==> src/rtl/player_health_ctrl_pkg.sv <==
// Shared game definitions for the player health controller.
// State encoding, default tuning constants and enemy hitter IDs.
// Imported by player_health_ctrl and its testbench.
package player_health_ctrl_pkg;

    typedef enum logic [1:0] {
        ALIVE     = 2'd0,
        INVULN    = 2'd1,
        GAME_OVER = 2'd2
    } health_state_t;

    localparam int LIVES_INIT_DEF    = 3;
    localparam int LIVES_W_DEF       = 3;
    localparam int INVULN_FRAMES_DEF = 60;
    localparam int BLINK_FRAMES_DEF  = 8;

    // Hitter IDs reported on enemy_face by the movement stage.
    localparam logic [2:0] HITTER_ENEMY1 = 3'd1;
    localparam logic [2:0] HITTER_ENEMY2 = 3'd2;
    localparam logic [2:0] HITTER_ENEMY3 = 3'd3;
    localparam logic [2:0] HITTER_ENEMY4 = 3'd4;
    localparam logic [2:0] HITTER_ENEMY5 = 3'd5;

endpackage

==> src/rtl/player_health_ctrl_timer.sv <==
// Loadable frame down-counter; expire flags the tick that steps count 1->0.
// Latency: count updates one cycle after load/clear/tick; expire is same-cycle.
// No backpressure: ticks arriving at count 0 are dropped.
// Ports: clk, rst, clear, load, load_val, tick -> count, expire.
module frame_timer #(
    parameter int WIDTH = 6
) (
    input  logic             clk,
    input  logic             rst,
    input  logic             clear,
    input  logic             load,
    input  logic [WIDTH-1:0] load_val,
    input  logic             tick,
    output logic [WIDTH-1:0] count,
    output logic             expire
);

    assign expire = tick && (count == WIDTH'(1));

    always_ff @(posedge clk or posedge rst) begin
        if (rst) begin
            count <= '0;
        end else if (clear) begin
            count <= '0;
        end else if (load) begin
            count <= load_val;
        end else if (tick && (count != '0)) begin
            count <= count - WIDTH'(1);
        end
    end

endmodule

==> src/rtl/player_health_ctrl.sv <==
// Player health: collision levels -> hit events, lives, invulnerability blink, game over.
// Latency: every output is registered, one cycle after the sampled input edge.
// No backpressure: enemy_collide is a level, gated by state; restart overrides all.
// Ports: clk, rst, frame_tick, enemy_collide, enemy_face[2:0], restart ->
//        lives, hit_pulse, last_hitter, invulnerable, sprite_visible, game_over, move_enable.
module player_health_ctrl
    import player_health_ctrl_pkg::*;
#(
    parameter int LIVES_INIT    = LIVES_INIT_DEF,
    parameter int LIVES_W       = LIVES_W_DEF,
    parameter int INVULN_FRAMES = INVULN_FRAMES_DEF,
    parameter int BLINK_FRAMES  = BLINK_FRAMES_DEF
) (
    input  logic               clk,
    input  logic               rst,
    input  logic               frame_tick,
    input  logic               enemy_collide,
    input  logic [2:0]         enemy_face,
    input  logic               restart,
    output logic [LIVES_W-1:0] lives,
    output logic               hit_pulse,
    output logic [2:0]         last_hitter,
    output logic               invulnerable,
    output logic               sprite_visible,
    output logic               game_over,
    output logic               move_enable
);

    localparam int TW = $clog2(INVULN_FRAMES + 1);
    localparam int BW = $clog2(BLINK_FRAMES + 1);
    localparam logic [LIVES_W-1:0] LIVES_LOAD  = LIVES_W'(LIVES_INIT);
    localparam logic [TW-1:0]      INVULN_LOAD = TW'(INVULN_FRAMES);
    localparam logic [BW-1:0]      BLINK_LAST  = BW'(BLINK_FRAMES);

    health_state_t      state, state_n;
    logic [LIVES_W-1:0] lives_n;
    logic               hit_pulse_n;
    logic [2:0]         last_hitter_n;
    logic               sprite_visible_n;
    logic [BW-1:0]      blink_cnt, blink_cnt_n, blink_inc;
    logic               timer_clear, timer_load, timer_tick, timer_expire;
    logic [TW-1:0]      timer_count;

    // Ticks reach the timer only while invulnerable, so a tick coinciding with
    // the hit edge (state still ALIVE) is not counted toward the new window.
    assign timer_tick = frame_tick && (state == INVULN);
    assign blink_inc  = blink_cnt + BW'(1);

    frame_timer #(.WIDTH(TW)) u_invuln_timer (
        .clk      (clk),
        .rst      (rst),
        .clear    (timer_clear),
        .load     (timer_load),
        .load_val (INVULN_LOAD),
        .tick     (timer_tick),
        .count    (timer_count),
        .expire   (timer_expire)
    );

    always_ff @(posedge clk or posedge rst) begin
        if (rst) begin
            state          <= ALIVE;
            lives          <= LIVES_LOAD;
            hit_pulse      <= 1'b0;
            last_hitter    <= 3'd0;
            sprite_visible <= 1'b1;
            blink_cnt      <= '0;
            invulnerable   <= 1'b0;
            game_over      <= 1'b0;
            move_enable    <= 1'b1;
        end else begin
            state          <= state_n;
            lives          <= lives_n;
            hit_pulse      <= hit_pulse_n;
            last_hitter    <= last_hitter_n;
            sprite_visible <= sprite_visible_n;
            blink_cnt      <= blink_cnt_n;
            invulnerable   <= (state_n == INVULN);
            game_over      <= (state_n == GAME_OVER);
            move_enable    <= (state_n != GAME_OVER);
        end
    end

    always_comb begin
        state_n          = state;
        lives_n          = lives;
        hit_pulse_n      = 1'b0;
        last_hitter_n    = last_hitter;
        sprite_visible_n = sprite_visible;
        blink_cnt_n      = blink_cnt;
        timer_clear      = 1'b0;
        timer_load       = 1'b0;

        if (restart) begin
            state_n          = ALIVE;
            lives_n          = LIVES_LOAD;
            sprite_visible_n = 1'b1;
            blink_cnt_n      = '0;
            timer_clear      = 1'b1;
        end else begin
            case (state)
                ALIVE: begin
                    if (enemy_collide) begin
                        hit_pulse_n   = 1'b1;
                        last_hitter_n = enemy_face;
                        // <= 1 rather than == 1 keeps lives from ever wrapping.
                        if (lives <= LIVES_W'(1)) begin
                            lives_n          = '0;
                            state_n          = GAME_OVER;
                            sprite_visible_n = 1'b1;
                        end else begin
                            lives_n          = lives - LIVES_W'(1);
                            state_n          = INVULN;
                            sprite_visible_n = 1'b0;
                            blink_cnt_n      = '0;
                            timer_load       = 1'b1;
                        end
                    end
                end
                INVULN: begin
                    if (frame_tick) begin
                        if (timer_expire) begin
                            state_n          = ALIVE;
                            sprite_visible_n = 1'b1;
                            blink_cnt_n      = '0;
                        end else if (blink_inc == BLINK_LAST) begin
                            sprite_visible_n = ~sprite_visible;
                            blink_cnt_n      = '0;
                        end else begin
                            blink_cnt_n = blink_inc;
                        end
                    end
                end
                GAME_OVER: begin
                    sprite_visible_n = 1'b1;
                end
                default: begin
                    state_n = ALIVE;
                end
            endcase
        end
    end

endmodule
==> config.mk <==
export PLATFORM = sky130hd
export DESIGN_NAME = player_health_ctrl
export DESIGN_NICKNAME = d
export VERILOG_FILES = /design/src/rtl/player_health_ctrl_pkg.sv /design/src/rtl/player_health_ctrl_timer.sv /design/src/rtl/player_health_ctrl.sv
export SDC_FILE = /design/constraint.sdc
export NUM_CORES = 1
export LEC_CHECK = 0
export ABC_AREA = 1
export BUFFER_PORTS_ARGS = -buffer_cell sky130_fd_sc_hd__buf_2
export CAP_MARGIN = 20
export CELL_PAD_IN_SITES_DETAIL_PLACEMENT = 2
export CELL_PAD_IN_SITES_GLOBAL_PLACEMENT = 2
export CORE_AREA = 3 3 74 76
export DETAILED_ROUTE_END_ITERATION = 10
export DIE_AREA = 0 0 77 79
export HOLD_SLACK_MARGIN = 0.02
export PLACE_DENSITY_LB_ADDON = 0.25
export SYNTH_ARGS = -nofsm -noshare
export SYNTH_HDL_FRONTEND = slang
export SYNTH_HIERARCHICAL = 1
export SYNTH_SLANG_ARGS = --single-unit
==> constraint.sdc <==
create_clock -name clk -period 2.6 [get_ports clk]
set_clock_uncertainty 0.2 [all_clocks]
set_input_delay 0.65 -clock clk [delete_from_list [all_inputs] [get_ports clk]]
set_output_delay 0.65 -clock clk [all_outputs]
set_load 0.005 [all_outputs]
-- Word level (Yosys, flattened, before mapping)
Index checks and enable logic that the tools add are counted.
- add/subtract/negate cells: 3
- magnitude comparators: 1
- equality and inequality tests: 11
- muxes and demuxes: 35
- bitwise gates (word level): 2
- reduce and logical (&&, ||, !) cells: 14
- operators by type and width (kind ; count):
    2-to-1 mux 4 bit ; 6
    2-to-1 mux 6 bit ; 3
    2-to-1 mux 1 bit ; 14
    2-to-1 mux 3 bit ; 4
    2-to-1 mux 2 bit ; 5
    != test 3 bit, second input constant ; 3
    one-hot mux 4 bit (2 select lines) ; 1
    AND reduction 4 bit ; 2
    equality test 6 x 1 -> 1 bit, second input constant ; 1
    one-hot mux 2 bit (3 select lines) ; 1
    nonzero test 3 bit ; 2
    nonzero test 6 bit ; 1
    subtractor 6 x 1 -> 6 bit, second input constant ; 1
    adder 4 x 1 -> 4 bit, second input constant ; 1
    equality test 2 x 1 -> 1 bit, second input constant ; 2
    equality test 2 bit, second input constant ; 2
    equality test 4 bit, second input constant ; 1
    != test 4 x 3 -> 1 bit, second input constant ; 1
    nonzero test 2 bit ; 2
    nonzero test 4 bit ; 1
    less-or-equal comparator 3 x 1 -> 1 bit, second input constant ; 1
    logical AND 1 bit ; 3
    one-hot mux 1 bit (3 select lines) ; 1
    AND reduction 3 bit ; 1
    5 further kinds ; 6
- flip-flop bits (word level): 23
- output and inout bits: 11
- word-level logic and storage cells: 76

-- Depth between registers and ports, before layout
- word-level depth: 8
- mapped depth: 14

-- Hierarchy
The synthesis kept the hierarchy.
- modules (own cells, without submodules) (module ; instances ; cells an instance ; area each (um2) ; sequential area each (um2)):
    player_health_ctrl ; 1 ; 146 ; 1088.5 ; 430.4
    frame_timer ; 1 ; 65 ; 493.0 ; 150.1

-- Least setup slack after synthesis
Ideal clock, no wire load.
- kind: register to register
- from: register state[0]
- to: register u_invuln_timer.count[5]
- setup time: 65 ps
- arrival: 1728 ps
- data required time: 2335 ps
- path slack: 608 ps
- cell stages (with the launch flop): 13
- path buffers: 0
- path through: dfrtp_1 -> inv_1 -> ha_1 -> nand2_1 -> nor2_4 -> inv_2 -> nor2_2 -> inv_1 -> nand2_4 -> nand2_4 -> inv_2 -> nand2_1 -> nand2_1
- cells in the longest elaborated chain, start to end: 5
- elaborated cells on any way between the ends: 9
- classes of those cells: 1 x eq/ne; 4 x mux; 4 x reduce/logical
- ends and longest elaborated chain (item ; line ; source):
    start: declaration ; player_health_ctrl.sv:35 ; health_state_t state, state_n;
    start signal: assignment ; player_health_ctrl.sv:72 ; state <= state_n;
    logical NOT 2 bit * ; player_health_ctrl.sv:101 ; case (state)
    2-to-1 mux 1 bit * ; player_health_ctrl.sv:101 ;
    2-to-1 mux 1 bit * ; player_health_ctrl.sv:94 ; if (restart) begin
    named net timer_load ; player_health_ctrl.sv:41 ; logic timer_clear, timer_load, timer_tick, timer_expire;
    2-to-1 mux 6 bit ; player_health_ctrl_timer.sv:25 ; end else if (load) begin
    2-to-1 mux 6 bit ; player_health_ctrl_timer.sv:23 ; end else if (clear) begin
    end signal: assignment ; player_health_ctrl_timer.sv:26 ; count <= load_val;
    end signal: assignment ; player_health_ctrl_timer.sv:28 ; count <= count - WIDTH'(1);
    end: declaration ; player_health_ctrl_timer.sv:14 ; output logic [WIDTH-1:0] count,
Mark *: on every way through the listed nets, which the timed path passes. The rest lies on a longest branch.
A chain may end at the register's enable or synchronous reset.

-- Worst setup path after layout
- from: register state[1]
- to: register u_invuln_timer.count[4]
Same word-level chain as after synthesis.

==> impl_metrics.env <==
export IMPL_cts_sinks=23
export IMPL_die_h_um=79
export IMPL_via_per_inst=4.64
export IMPL_critPathArrivalTime_ns=2.33
export IMPL_grt_pass1_wl_um=7560
export IMPL_worstMarginPinSlew_ns=0.733
export IMPL_hold_viol_final=0
export IMPL_critPathKind="reg2reg"
export IMPL_grtUsageTotal=0.157
export IMPL_io_pins=19
export IMPL_yosys_warnings=6
export IMPL_ys_ff_latch=23
export IMPL_power_density_nw_per_um2=786
export IMPL_drt_wl_total_um=4290
export IMPL_cts_buffers=3
export IMPL_r2r_end="u_invuln_timer/count[4]"
export IMPL_finalNetCount=258
export IMPL_synth_cell_area_um2=1580
export IMPL_setup_viol=0
export IMPL_cts_tree="built"
export IMPL_period_share=0.886
export IMPL_max_vdd_ir_drop_v=0.000399
export IMPL_worst_r2r_setup_slack_ns=0.30
export IMPL_dp_slack_ns=0.250
export IMPL_status="completed"
export IMPL_reg2regPathDepth=12
export IMPL_crit_chain="inv_1 -> ha_1 -> nand2_1 -> nor2_4 -> inv_2 -> nor2_2 -> inv_2 -> nand2_4 -> nand2_4 -> inv_2 -> nand2_1 -> nand2_1"
export IMPL_grt_antenna_before_repair=0
export IMPL_drt_pass1_iter_count=3
export IMPL_core_area_um2=4790
export IMPL_htreeDepth=1
export IMPL_grt_pass1_vias=1570
export IMPL_avgSynthCellArea_um2=7.50
export IMPL_antenna_cells=0
export IMPL_vias=1416
export IMPL_yosys_top_cells_area="dfrtp_1, nand2_1, ha_1"
export IMPL_rr_startpoint="state[1]"
export IMPL_rsz0062_at_grt="false"
export IMPL_design_die_area_um2=6080
export IMPL_die_width_um=77
export IMPL_cp_data_required_time_ns=2.62
export IMPL_route_detailed_drc=0
export IMPL_ant_nets=0
export IMPL_cp_max_fo=9
export IMPL_grt_max_degree=18
export IMPL_critPathMaxStageDelay_ns=0.41
export IMPL_io_buffers=18
export IMPL_crit_slowest_cell="dfrtp_1"
export IMPL_worst_slack_ns=0.297
export IMPL_syn2layout_area_growth_pct=15.5
export IMPL_p_leak_nw=1.02
export IMPL_n_fill_cell=575
export IMPL_synthesis_instances=211
export IMPL_wl_per_cell_um=14.1
export IMPL_yosysUniqueCellTypes=28
export IMPL_critical_path_top_delay_family="simple AND/OR/NAND/NOR gates"
export IMPL_clk_pin_slew_worst_paths_ns=0.10
export IMPL_synth_top_area_cell="dfrtp_1"
export IMPL_hpwl_um=3570
export IMPL_crit_path_end_kind="register"
export IMPL_clock_insertion_delay_worst_skew_ns=0.28
export IMPL_fmax_mhz=434
export IMPL_gp_congestion=0.731
export IMPL_maxCapViolCount=0
export IMPL_yosysSeqAreaShare=0.367
export IMPL_hold_path_class="in2async"
export IMPL_start_util=0.330
export IMPL_crit_buf_inv=4
export IMPL_worst_setup_path_start_kind="register"
export IMPL_cts_root_buffer="clkbuf_8"
export IMPL_drtIter0Drc=27
export IMPL_relSlewSlack=0.511
export IMPL_gr_total_overflow=0
export IMPL_drv_slew=0
export IMPL_yosysTopAreaCellShare=0.301
export IMPL_fin_crit_ns=2.30
export IMPL_rows=25
export IMPL_fin_setup_tns_ns=0
export IMPL_cts_path_max_buffers=2
export IMPL_drive_gt1_frac=0.223
-- repair_timing --
| action | in CTS | in global routing |
|---|---|---|
| hold endpoints to repair | 0 | 0 |
| resized for setup | 0 | 1 |
| setup endpoints to repair | 0 | 1 |
| setup buffers | 0 | 0 |
| hold buffers | 0 | 0 |
-- metal layers --
metal	global-route usage	wire length, um
met1	0.183	1900
met4	0.0480	59
met2	0.300	2220
met5	0	0
met3	0.0181	109
-- cell type report --
type	instances	area (um2)	share of cell area
tap	67	83.8	0.0459
timing repair buffer	19	97.6	0.0534
inverter	32	120	0.0658
clock inverter	1	7.51	0.00411
multi-input combinational	160	896	0.490
clock buffer	3	41.3	0.0226
sequential	23	581	0.318
-- synth_stat cells --
cell type / count
nand2_2: 3
xor2_1: 2
nand2_4: 2
a21oi_2: 1
conb_1: 2
o21ai_0: 5
nand4_1: 3
inv_2: 5
nor2_8: 2
nand3_4: 1
dfrtp_1: 19
o21ai_2: 3
or2_2: 1
nor2_1: 16
dfstp_2: 4
a21oi_1: 1
nor2_4: 3
a21o_2: 1
nand2_1: 71
o21ai_1: 3
nand3_1: 19
o21a_1: 1
inv_1: 27
nor2_2: 1
ha_1: 11
a31oi_1: 1
nand3_2: 2
mux2i_1: 1
-- flip-flops by register name, summed over array words and instances (netlist names) --
signal,count
hit_pulse,1
lives,3
sprite_visible,1
game_over,1
u_invuln_timer/count,6
blink_cnt,4
invulnerable,1
move_enable,1
state,2
last_hitter,3
-- stage by stage --
| step | cells | cell area, um2 | hold slack (ns) | power, mW | utilization |
|---|---|---|---|---|---|
| 2_1_floorplan | 215 | 1600 | 0.241 | 0.998 | - |
| 3_3_place_gp | 301 | 1780 | 0.261 | 1.18 | 0.372 |
| 3_5_place_dp | 301 | 1780 | 0.265 | 1.21 | 0.372 |
| 4_1_cts | 305 | 1830 | 0.0914 | 1.46 | 0.382 |
| 5_1_grt | 305 | 1830 | 0.102 | 1.58 | 0.382 |
| 6_report | 305 | 1830 | 0.0868 | 1.44 | 0.382 |
-- how the worst max path moves through the flow --
stage | start | to | cells past startpoint
after floorplan | state[0] | u_invuln_timer/count[5] | 12
after detailed placement | state[1] | u_invuln_timer/count[4] | 12
after CTS | state[1] | u_invuln_timer/count[4] | 12
after global routing | state[1] | u_invuln_timer/count[4] | 12
after global placement | enemy_collide | u_invuln_timer/count[4] | 11
final | state[1] | u_invuln_timer/count[4] | 12
-- where the power goes --
group          internal (mW)  switching (mW)
combinational          0.252           0.414
sequential             0.446          0.0815
clock                  0.109           0.133
total                  0.807           0.629
-- cell families (layout without fill, tap and decap cells) --
kind of cell,count (synthesis),in the layout,synth area share
AO/OA/AOI/OAI,16,16,0.0649
XOR/XNOR,2,2,0.0111
adder cells (fa/ha/maj),11,11,0.0870
buffers and inverters,32,55,0.0760
flip-flops,23,23,0.367
multiplexers,1,1,0.00633
other,2,6,0.00475
AND/OR/NAND/NOR,124,124,0.383
-- cell usage in the layout (no fill, tap or decap), types with 2 or more instances in the layout --
cell type / synthesis / routed
buf_2: 0 / 18
clkbuf_8: 0 / 3
conb_1: 2 / 6
dfrtp_1: 19 / 19
dfstp_2: 4 / 4
ha_1: 11 / 11
inv_1: 27 / 26
inv_2: 5 / 6
nand2_1: 71 / 71
nand2_2: 3 / 3
nand2_4: 2 / 2
nand3_1: 19 / 19
nand3_2: 2 / 2
nand4_1: 3 / 3
nor2_1: 16 / 16
nor2_4: 3 / 3
nor2_8: 2 / 2
o21ai_0: 5 / 5
o21ai_1: 3 / 3
o21ai_2: 3 / 3
xor2_1: 2 / 2
Note: power is estimated with default switching activity, not from simulation.
